<file path="src/rtl/vcd_change_decoder.sv">
// Byte-serial decoder for simplified VCD text: "#<time>" lines advance the scaled
// current time, "<v><id>" lines emit timestamped change events through a ready/valid port.
module vcd_change_decoder #(
  parameter int TIME_W  = 64,
  parameter int TS_MULT = 1000
) (
  input  logic              clock,
  input  logic              reset,
  input  logic              in_valid,
  input  logic [7:0]        in_byte,
  output logic              in_ready,
  output logic              evt_valid,
  input  logic              evt_ready,
  output logic [TIME_W-1:0] evt_time,
  output logic [1:0]        evt_val,
  output logic [7:0]        evt_id,
  output logic [TIME_W-1:0] cur_time,
  output logic              err_fmt,
  output logic              err_ovf,
  output logic              err_order
);

  localparam logic [2:0] S_LINE = 3'd0;
  localparam logic [2:0] S_TIME = 3'd1;
  localparam logic [2:0] S_VID  = 3'd2;
  localparam logic [2:0] S_VEOL = 3'd3;
  localparam logic [2:0] S_SKIP = 3'd4;

  logic [2:0]        state_q, state_d;
  logic [TIME_W-1:0] acc_q, acc_d;
  logic              have_dig_q, have_dig_d;
  logic [1:0]        val_q, val_d;
  logic [7:0]        id_q, id_d;
  logic [TIME_W-1:0] cur_time_q, cur_time_d;
  logic              err_fmt_q, err_fmt_d;
  logic              err_ovf_q, err_ovf_d;
  logic              err_order_q, err_order_d;
  logic              evt_valid_q;
  logic [TIME_W-1:0] evt_time_q;
  logic [1:0]        evt_val_q;
  logic [7:0]        evt_id_q;
  logic              load_evt;

  logic              fire, is_nl, is_cr, is_dig, is_val, is_id;
  logic [1:0]        val_code;
  logic [TIME_W+3:0] acc_ext, acc_mul;
  logic              acc_ovf;
  logic [TIME_W+31:0] scaled;
  logic              scl_ovf;
  logic [TIME_W-1:0] commit_t;

  assign in_ready = !(evt_valid_q && !evt_ready);
  assign fire     = in_valid && in_ready;
  assign is_nl    = (in_byte == 8'h0A);
  assign is_cr    = (in_byte == 8'h0D);
  assign is_dig   = (in_byte >= 8'h30) && (in_byte <= 8'h39);
  assign is_id    = (in_byte >= 8'h21) && (in_byte <= 8'h7E);

  always_comb begin
    is_val   = 1'b1;
    val_code = 2'd0;
    case (in_byte)
      "0":      val_code = 2'd0;
      "1":      val_code = 2'd1;
      "x", "X": val_code = 2'd2;
      "z", "Z": val_code = 2'd3;
      default:  is_val = 1'b0;
    endcase
  end

  // acc*10+d computed 4 bits wider so any carry past TIME_W flags saturation
  assign acc_ext  = {4'b0, acc_q};
  assign acc_mul  = (acc_ext << 3) + (acc_ext << 1) + {{TIME_W{1'b0}}, in_byte[3:0]};
  assign acc_ovf  = |acc_mul[TIME_W+3:TIME_W];
  assign scaled   = {32'b0, acc_q} * {{TIME_W{1'b0}}, 32'(TS_MULT)};
  assign scl_ovf  = |scaled[TIME_W+31:TIME_W];
  assign commit_t = scl_ovf ? {TIME_W{1'b1}} : scaled[TIME_W-1:0];

  always_comb begin
    state_d     = state_q;
    acc_d       = acc_q;
    have_dig_d  = have_dig_q;
    val_d       = val_q;
    id_d        = id_q;
    cur_time_d  = cur_time_q;
    err_fmt_d   = err_fmt_q;
    err_ovf_d   = err_ovf_q;
    err_order_d = err_order_q;
    load_evt    = 1'b0;
    if (fire && !is_cr) begin
      case (state_q)
        S_LINE: begin
          if (in_byte == "#") begin
            state_d    = S_TIME;
            acc_d      = '0;
            have_dig_d = 1'b0;
          end else if (is_val) begin
            state_d = S_VID;
            val_d   = val_code;
          end else if (!is_nl) begin
            state_d   = S_SKIP;
            err_fmt_d = 1'b1;
          end
        end
        S_TIME: begin
          if (is_dig) begin
            acc_d      = acc_ovf ? {TIME_W{1'b1}} : acc_mul[TIME_W-1:0];
            have_dig_d = 1'b1;
            if (acc_ovf) err_ovf_d = 1'b1;
          end else if (is_nl) begin
            state_d = S_LINE;
            if (!have_dig_q) begin
              err_fmt_d = 1'b1;
            end else begin
              if (scl_ovf) err_ovf_d = 1'b1;
              if (commit_t < cur_time_q) err_order_d = 1'b1;
              else                       cur_time_d  = commit_t;
            end
          end else begin
            state_d   = S_SKIP;
            err_fmt_d = 1'b1;
          end
        end
        S_VID: begin
          if (is_id) begin
            state_d = S_VEOL;
            id_d    = in_byte;
          end else begin
            // a newline here already ends the bad line; skipping would eat the next one
            state_d   = is_nl ? S_LINE : S_SKIP;
            err_fmt_d = 1'b1;
          end
        end
        S_VEOL: begin
          if (is_nl) begin
            state_d  = S_LINE;
            load_evt = 1'b1;
          end else begin
            state_d   = S_SKIP;
            err_fmt_d = 1'b1;
          end
        end
        S_SKIP:  if (is_nl) state_d = S_LINE;
        default: state_d = S_LINE;
      endcase
    end
  end

  always_ff @(posedge clock) begin
    if (reset) begin
      state_q     <= S_LINE;
      acc_q       <= '0;
      have_dig_q  <= 1'b0;
      val_q       <= 2'd0;
      id_q        <= 8'd0;
      cur_time_q  <= '0;
      err_fmt_q   <= 1'b0;
      err_ovf_q   <= 1'b0;
      err_order_q <= 1'b0;
    end else begin
      state_q     <= state_d;
      acc_q       <= acc_d;
      have_dig_q  <= have_dig_d;
      val_q       <= val_d;
      id_q        <= id_d;
      cur_time_q  <= cur_time_d;
      err_fmt_q   <= err_fmt_d;
      err_ovf_q   <= err_ovf_d;
      err_order_q <= err_order_d;
    end
  end

  // load only happens on an accepted byte, so a held event is never overwritten
  always_ff @(posedge clock) begin
    if (reset) begin
      evt_valid_q <= 1'b0;
      evt_time_q  <= '0;
      evt_val_q   <= 2'd0;
      evt_id_q    <= 8'd0;
    end else if (load_evt) begin
      evt_valid_q <= 1'b1;
      evt_time_q  <= cur_time_q;
      evt_val_q   <= val_q;
      evt_id_q    <= id_q;
    end else if (evt_ready) begin
      evt_valid_q <= 1'b0;
    end
  end

  assign evt_valid = evt_valid_q;
  assign evt_time  = evt_time_q;
  assign evt_val   = evt_val_q;
  assign evt_id    = evt_id_q;
  assign cur_time  = cur_time_q;
  assign err_fmt   = err_fmt_q;
  assign err_ovf   = err_ovf_q;
  assign err_order = err_order_q;

endmodule

</file>
<file path="config.mk">
export PLATFORM = sky130hd
export DESIGN_NAME = vcd_change_decoder
export DESIGN_NICKNAME = d
export VERILOG_FILES = /design/src/rtl/vcd_change_decoder.sv
export SDC_FILE = /design/constraint.sdc
export NUM_CORES = 1
export LEC_CHECK = 0
export ABC_AREA = 1
export BUFFER_PORTS_ARGS = -buffer_cell sky130_fd_sc_hd__buf_2
export CAP_MARGIN = 30
export CORE_MARGIN = 10
export CORE_UTILIZATION = 30
export CTS_CLUSTER_DIAMETER = 120
export DETAILED_ROUTE_END_ITERATION = 6
export HOLD_SLACK_MARGIN = 0.1
export PLACE_DENSITY_LB_ADDON = 0.3
export SLEW_MARGIN = 15
export SYNTH_ARGS = -nofsm -noshare
export SYNTH_HDL_FRONTEND = slang
export SYNTH_SLANG_ARGS = --single-unit
</file>
<file path="constraint.sdc">
create_clock -name clock -period 19.9 [get_ports clock]
set_input_delay 3.98 -clock clock [delete_from_list [all_inputs] [get_ports clock]]
set_output_delay 3.98 -clock clock [all_outputs]
set_load 0.01 [all_outputs]
</file>
==> results of run 1 <==
==> sequential cells by signal, summed over array words and instances (netlist names) <==
name / count
have_dig_q: 1
evt_val: 2
cur_time: 62
err_fmt: 1
val_q: 2
err_ovf: 1
id_q: 8
evt_time: 62
acc_q: 64
evt_valid: 1
state_q: 3
err_order: 1
evt_id: 8
==> path summary, 6_finish.rpt <==
check / cells after the start / slack (ns) / end / start
hold reg to reg: 2 / 0.44 / id_q[7]$_SDFFE_PP0P_ / id_q[7]$_SDFFE_PP0P_
setup reg to reg: 34 / 11.59 / cur_time[49]$_SDFFE_PP0P_ / acc_q[56]$_SDFFE_PP0P_
setup / recovery: 4 / 11.56 / in_ready / evt_ready
hold / removal: 2 / 0.44 / id_q[7]$_SDFFE_PP0P_ / id_q[7]$_SDFFE_PP0P_
==> cells by family after synthesis <==
logic type / Yosys count
and+or+nand+nor: 1623
buffers and inverters: 903
AOI/OAI and AO/OA: 656
adders and majority gates: 587
DFF: 216
xor gates and xnor gates: 101
==> critical path: cells and delay by family <==
kind	cells	cell delay (ns)
buf+inv	3	0.29
simple gates	1	0.09
==> placed cells by master (no fill, tap or decap), types with 9 or more instances in the layout <==
master	n
nand2_1	911
nand2_2	22
buf_2	154
a21o_1	10
xnor2_1	43
nor2_2	9
a21oi_1	331
xor2_1	58
nor2_1	417
nand3_1	103
nand3b_1	16
o21bai_1	21
nand4_2	30
ha_1	339
nor4_1	10
o21ai_0	261
fa_1	248
nor3_1	34
inv_1	801
clkbuf_16	24
buf_4	10
dfxtp_1	216
nand4_1	47
a31oi_1	11
==> through the flow <==
step	utilization	setup WS (ns)
2_1_floorplan	-	11.81
3_3_place_gp	0.3237	11.50
3_5_place_dp	0.3241	11.52
4_1_cts	0.3331	11.55
5_1_grt	0.3331	10.90
6_report	0.3331	11.56
==> cell type report <==
type	instances	area [um^2]	share of cell area
multi-input combinational	2967	20480	0.6576
clock buffer	34	688.2	0.02210
sequential	216	4324	0.1389
timing repair buffer	166	885.9	0.02845
inverter	810	3043	0.09773
tap	1254	1569	0.05039
clock inverter	10	150.1	0.004822
==> power by group through the flow <==
| stage | Clock, W | Combinational (W) | Sequential, W |
|---|---|---|---|
| after floorplan | 0 | 0.0000107 | 0.000443 |
| after global placement | 0 | 0.0000168 | 0.000443 |
| after detailed placement | 0 | 0.0000167 | 0.000443 |
| after CTS | 0.000495 | 0.0000168 | 0.000433 |
| after global routing | 0.000511 | 0.0000188 | 0.000433 |
| final | 0.000483 | 0.0000166 | 0.000433 |
==> routing by layer <==
layer  vias up  part of all wire  track usage
met3        98             0.039      0.01813
li1      13050                 -            -
met4         0             0.024      0.03697
met5         -                 0            0
met1     11650              0.48       0.2055
met2       431              0.45       0.2582
==> run_results.csv, run 1 <==
group,metric,value,unit
setup_path,crit_path_max_fanout,3,
cells_and_area,syn2layout_area_growth,9.872,%
placed_design,gp_congestion,0.9372,
synth,ys_top_cells_by_area,"fa_1 18%, dfxtp_1 15%, ha_1 15%",
timing,drv_slew,0,
setup_path,arrival,4.36,ns
synth,synthAdderAreaFrac,0.3249,
die,core_area,93470,um^2
synth,ys_async_sr_fraction,0,
synth,synth_top_family_by_area,"adder cells",
power_and_ir_drop,p_leak,15.54,nW
clock_tree,cts_max_path_buffers,3,
timing,setup_violations,0,
synth,yosysSeqAreaShare,0.1526,
drt,wl,83.42,mm
timing,finalSetupTns,0,ns
setup_path,critPathMostFrequentCell,"buf_2",
synth,synth-simple-area-share,0.2445,
synth,yosysMostFrequentCell,"nand2_1",
synth,yosys_warnings,0,
timing,timing.fmax,0.1199,GHz
clock_tree,path_clk_slew,0.06,ns
synth,muxShareOfSynthArea,0,
synth,synth_commonest_cells,"911 x nand2_1, 802 x inv_1, 418 x nor2_1",
synth,synth_area,28340,um^2
cells_and_area,drive_gt1_frac,0.06924,
die,dieArea,107200,um^2
placed_design,postPlaceCellArea,30300,um^2
drt,drt_first_pass_iters,6,
cells_and_area,fin_nets,4784,
die,die_h,327.3,um
die,num_rows,112,
timing,slew_headroom,0.3696,
worst_hold_path,hold_class,"register to register",
timing,worst_pin_slew,0.9457,ns
synth,synth_top_area_share,0.1752,
power_and_ir_drop,p_sw_frac,0.2306,
power_and_ir_drop,p_seq_frac,0.465,
setup_path,timing_worst_setup_path_type,"primary input to primary output",
synth,yosys.area.top_type,"fa_1",
setup_path,cp-start-kind,"primary input",
power_and_ir_drop,intPower,0.0007177,W
timing,rsz0062_at_grt,"no",
grt,grt_pass1_vias,25850,
timing,hold_violations,0,
synth,synth_edf_count,0,
timing,finClkSkew,0.03494,ns
clock_tree,cts_setup_buffers,0,
placed_design,numPortBuffers,154,
drt,dr_total_vias,25220,
synth,syn_nets,4685,
setup_path,crit_path_end_kind,"primary output",
grt,grt_pass1_wl,136.5,mm
power_and_ir_drop,powerDensity,29.96,nW/um^2
synth,ys_seq_elements,216,
clock_tree,root_buffer,"clkbuf_16",
cells_and_area,fin_area,31140,um^2
cells_and_area,stdcell_count,5457,
die,start_util,0.3032,
synth,ys_types,52,
grt,grt_overflow,0,
grt,grt_max_degree,103,
power_and_ir_drop,switchingPower,0.0002151,W
cells_and_area,nFillCells,10190,
drt,viasPerCell,4.622,
die,io_pins,155,
placed_design,dp_cells,5413,
synth,synth_compound_area_frac,0.1212,
grt,antenna_found_initial,0,
setup_path,crit_path_max_incr_delay,0.16,ns
drt,initialDrtViolationCount,1373,
timing,post-route-min-period,8.343,ns
cells_and_area,n_antenna_cell,0,
power_and_ir_drop,combPwrFrac,0.018,
power_and_ir_drop,ir_worst_vdd,37.47,uV
synth,synthCells,4086,
drt,drc,0,
die,die_w,327.3,um
placed_design,dp_hpwl,70.58,mm
flow_run,maxCapViolCount,0,
grt,grtUsageTotal,0.1529,
timing,fin_crit_sh,0.4193,
drt,wl_per_cell,15.29,um
synth,synth_top_flop_cell,"dfxtp_1",
setup_path,cp_cell_sequence,"buf_2, inv_1, nand2_1, buf_2",
clock_tree,insertion_delay,0.58,ns
clock_tree,cts_buffers,24,
clock_tree,ctsHoldBuffers,0,
setup_path,slowest_stage,"buf_2",
drt,drtAntennaViolNets,0,
clock_tree,cts_tree,"yes",
setup_path,crit_required,15.92,ns
clock_tree,cts_max_level,1,
power_and_ir_drop,report.power.total,0.0009329,W
clock_tree,cts_resized,0,
synth,yosys.area_share.xor_xnor,0.03122,
status,status,"finished, final reports clean",
timing,hold_ws,0.4443,ns
synth,syn_area_per_cell,6.935,um^2
clock_tree,clkSinkCount,216,
power_and_ir_drop,pwr-share-clk,0.518,
No activity file was read; power rests on OpenSTA's default activity.
==> run 2: changes to the inputs <==
==> constraint.sdc (replaced) <==
create_clock -name clock -period 6.8 [get_ports clock]
set_input_delay 1.36 -clock clock [delete_from_list [all_inputs] [get_ports clock]]
set_output_delay 1.36 -clock clock [all_outputs]
set_load 0.01 [all_outputs]
==> run 2 against run 1 <==
Die area stayed put. First-iteration DRC count is 3.9% higher. Critical path depth grew 32. Largest power group unchanged. Clock power grew to 2.8 times the previous value. Non-clock buffer count up 338. Sequential share of layout area shrank 1.6 points.
==> run_results.csv, run 2 (same netlist as run 1, synthesis figures left out) <==
group,metric,value,unit
worst_hold_path,hp-start,"id_q[7]$_SDFFE_PP0P_",
status,status,"finished, final reports clean",
timing,slew_headroom,0.3579,
die,die_w,327.3,um
die,num_rows,112,
worst_hold_path,hold_class,"register to register",
timing,setup_violations,0,
grt,grt_pass1_vias,26430,
clock_tree,cts_tree,"yes",
timing,layout_setup_ws,0.1231,ns
timing,timing.fmax,0.1498,GHz
drt,drc,0,
setup_path,reg2reg_to,"cur_time[53]$_SDFFE_PP0P_",
drt,wl,88.00,mm
clock_tree,cts_max_level,1,
grt,grt_max_degree,104,
cells_and_area,syn2layout_area_growth,25.14,%
grt,use_met2,0.2601,
cells_and_area,layout_commonest_cell,"nand2_1",
setup_path,crit_required,7.25,ns
clock_tree,path_clk_slew,0.06,ns
timing,fin_crit_sh,0.9819,
cells_and_area,top_register,"acc_q",
worst_hold_path,min_to,"id_q[7]$_SDFFE_PP0P_",
placed_design,numPortBuffers,154,
cells_and_area,fin_nets,5121,
flow_run,maxCapViolCount,0,
clock_tree,root_buffer,"clkbuf_16",
timing,drv_slew,0,
setup_path,worst_r2r_startpoint,"acc_q[57]$_SDFFE_PP0P_",
setup_path,cp-start-kind,"register",
grt,grtUsageTotal,0.1564,
setup_path,worstPathBufferInverterCount,9,
clock_tree,insertion_delay,0.57,ns
setup_path,critPathTopFamily,"adder cells",
die,dieArea,107200,um^2
timing,rsz0062_at_grt,"yes",
clock_tree,cts_max_path_buffers,3,
setup_path,reg2reg_depth,36,
die,io_pins,155,
setup_path,crit_path_max_incr_delay,0.53,ns
placed_design,gp_congestion,0.9379,
drt,wl_per_cell,15.20,um
setup_path,crit_path_max_fanout,9,
clock_tree,ctsHoldBuffers,0,
cells_and_area,fin_util,0.3794,
timing,finClkSkew,0.02305,ns
drt,initialDrtViolationCount,1426,
setup_path,slowest_stage,"fa_1",
cells_and_area,n_antenna_cell,0,
drt,dr_total_vias,26700,
cells_and_area,final_cell_mix,"848 x nand2_1, 739 x inv_1, 334 x nor2_1",
setup_path,ff2ff_setup_slack,0.12,ns
power_and_ir_drop,report.power.total,0.002662,W
placed_design,pre_cts_ws,-0.1156,ns
die,start_util,0.3032,
grt,antenna_found_initial,0,
timing,worst_pin_slew,0.9631,ns
setup_path,timing_worst_setup_path_type,"register to register",
drt,viasPerCell,4.611,
cells_and_area,drive_gt1_frac,0.2160,
placed_design,dp_hpwl,73.85,mm
die,die_h,327.3,um
power_and_ir_drop,ir_worst_vdd,117.7,uV
drt,drt_first_pass_iters,6,
setup_path,crit_path_end_kind,"register",
grt,grt_overflow,0,
setup_path,arrival,7.13,ns
timing,post-route-min-period,6.677,ns
clock_tree,cts_buffers,23,
timing,hold_violations,0,
grt,grt_pass1_wl,138.5,mm
grt,met3_usage,0.01675,
setup_path,critPathMostFrequentCell,"nand2_1",
power_and_ir_drop,powerDensity,75.06,nW/um^2
drt,drtAntennaViolNets,0,
worst_hold_path,worst_hold_path.num_cells,2,
clock_tree,clkSinkCount,216,
cells_and_area,largest_register_ffs,64,
die,core_area,93470,um^2
grt,grt-busiest-layer,"met2",
grt,met1_usage,0.2102,
power_and_ir_drop,p_leak,17.56,nW
[run 2: cell type report]
| cell class | count | area (um^2) |
|---|---|---|
| sequential | 216 | 4365 |
| clock buffer | 30 | 631.9 |
| clock inverter | 10 | 151.4 |
| tap | 1254 | 1569 |
| multi-input combinational | 2967 | 21850 |
| timing repair buffer | 504 | 3829 |
| inverter | 810 | 3067 |
| fill | 9927 | 58010 |
[run 2: worst min-delay path, cell delays in order, from the launching register on]
cell,delay (ns)
dfxtp_1,0.31
nand2_1,0.06
nor2_1,0.03
[run 2: per-layer routing]
layer / part of all wire / vias up
met2: 0.46 / 471
met4: 0.036 / 0
met5: 0 / -
li1: - / 13730
met1: 0.47 / 12340
met3: 0.032 / 158
[run 2: worst max-delay path by stage]
stage | depth (start not counted) | from | slack [ns] | end
floorplan | 34 | acc_q[56]$_SDFFE_PP0P_ | 0.43 | cur_time[61]$_SDFFE_PP0P_
global placement | 37 | acc_q[6]$_SDFFE_PP0P_ | -0.09 | cur_time[63]$_SDFFE_PP0P_
detailed placement | 38 | acc_q[6]$_SDFFE_PP0P_ | -0.12 | cur_time[62]$_SDFFE_PP0P_
CTS | 36 | acc_q[58]$_SDFFE_PP0P_ | 0.0004 | cur_time[53]$_SDFFE_PP0P_
global route | 34 | acc_q[57]$_SDFFE_PP0P_ | -0.22 | cur_time[31]$_SDFFE_PP0P_
finish | 36 | acc_q[57]$_SDFFE_PP0P_ | 0.12 | cur_time[53]$_SDFFE_PP0P_
[run 2: through the flow]
step | area, um^2 | setup TNS, ns | hold slack [ns] | cells
floorplan | 28340 | 0 | 0.4144 | 4086
global placement | 32590 | -1.536 | 0.4267 | 5710
detailed placement | 32630 | -3.506 | 0.4333 | 5712
CTS | 33580 | 0 | 0.4432 | 5755
global route | 35460 | -10.44 | 0.4693 | 5791
finish | 35460 | 0 | 0.4384 | 5791
[run 2: report_power, final]
group	internal, W	leakage [nW]	switching, W
sequential	0.00126	1.75	0.00000178
combinational	0.0000119	15.4	0.0000375
clock	0.000775	0.387	0.000571
[run 2: timing repair]
item | 4_1_cts | 5_1_grt
gates cloned | 2 | 11
pin swaps | 4 | 147
setup buffers | 1 | 25
endpoints found under the setup margin | 62 | 63
gates resized for setup | 25 | 461
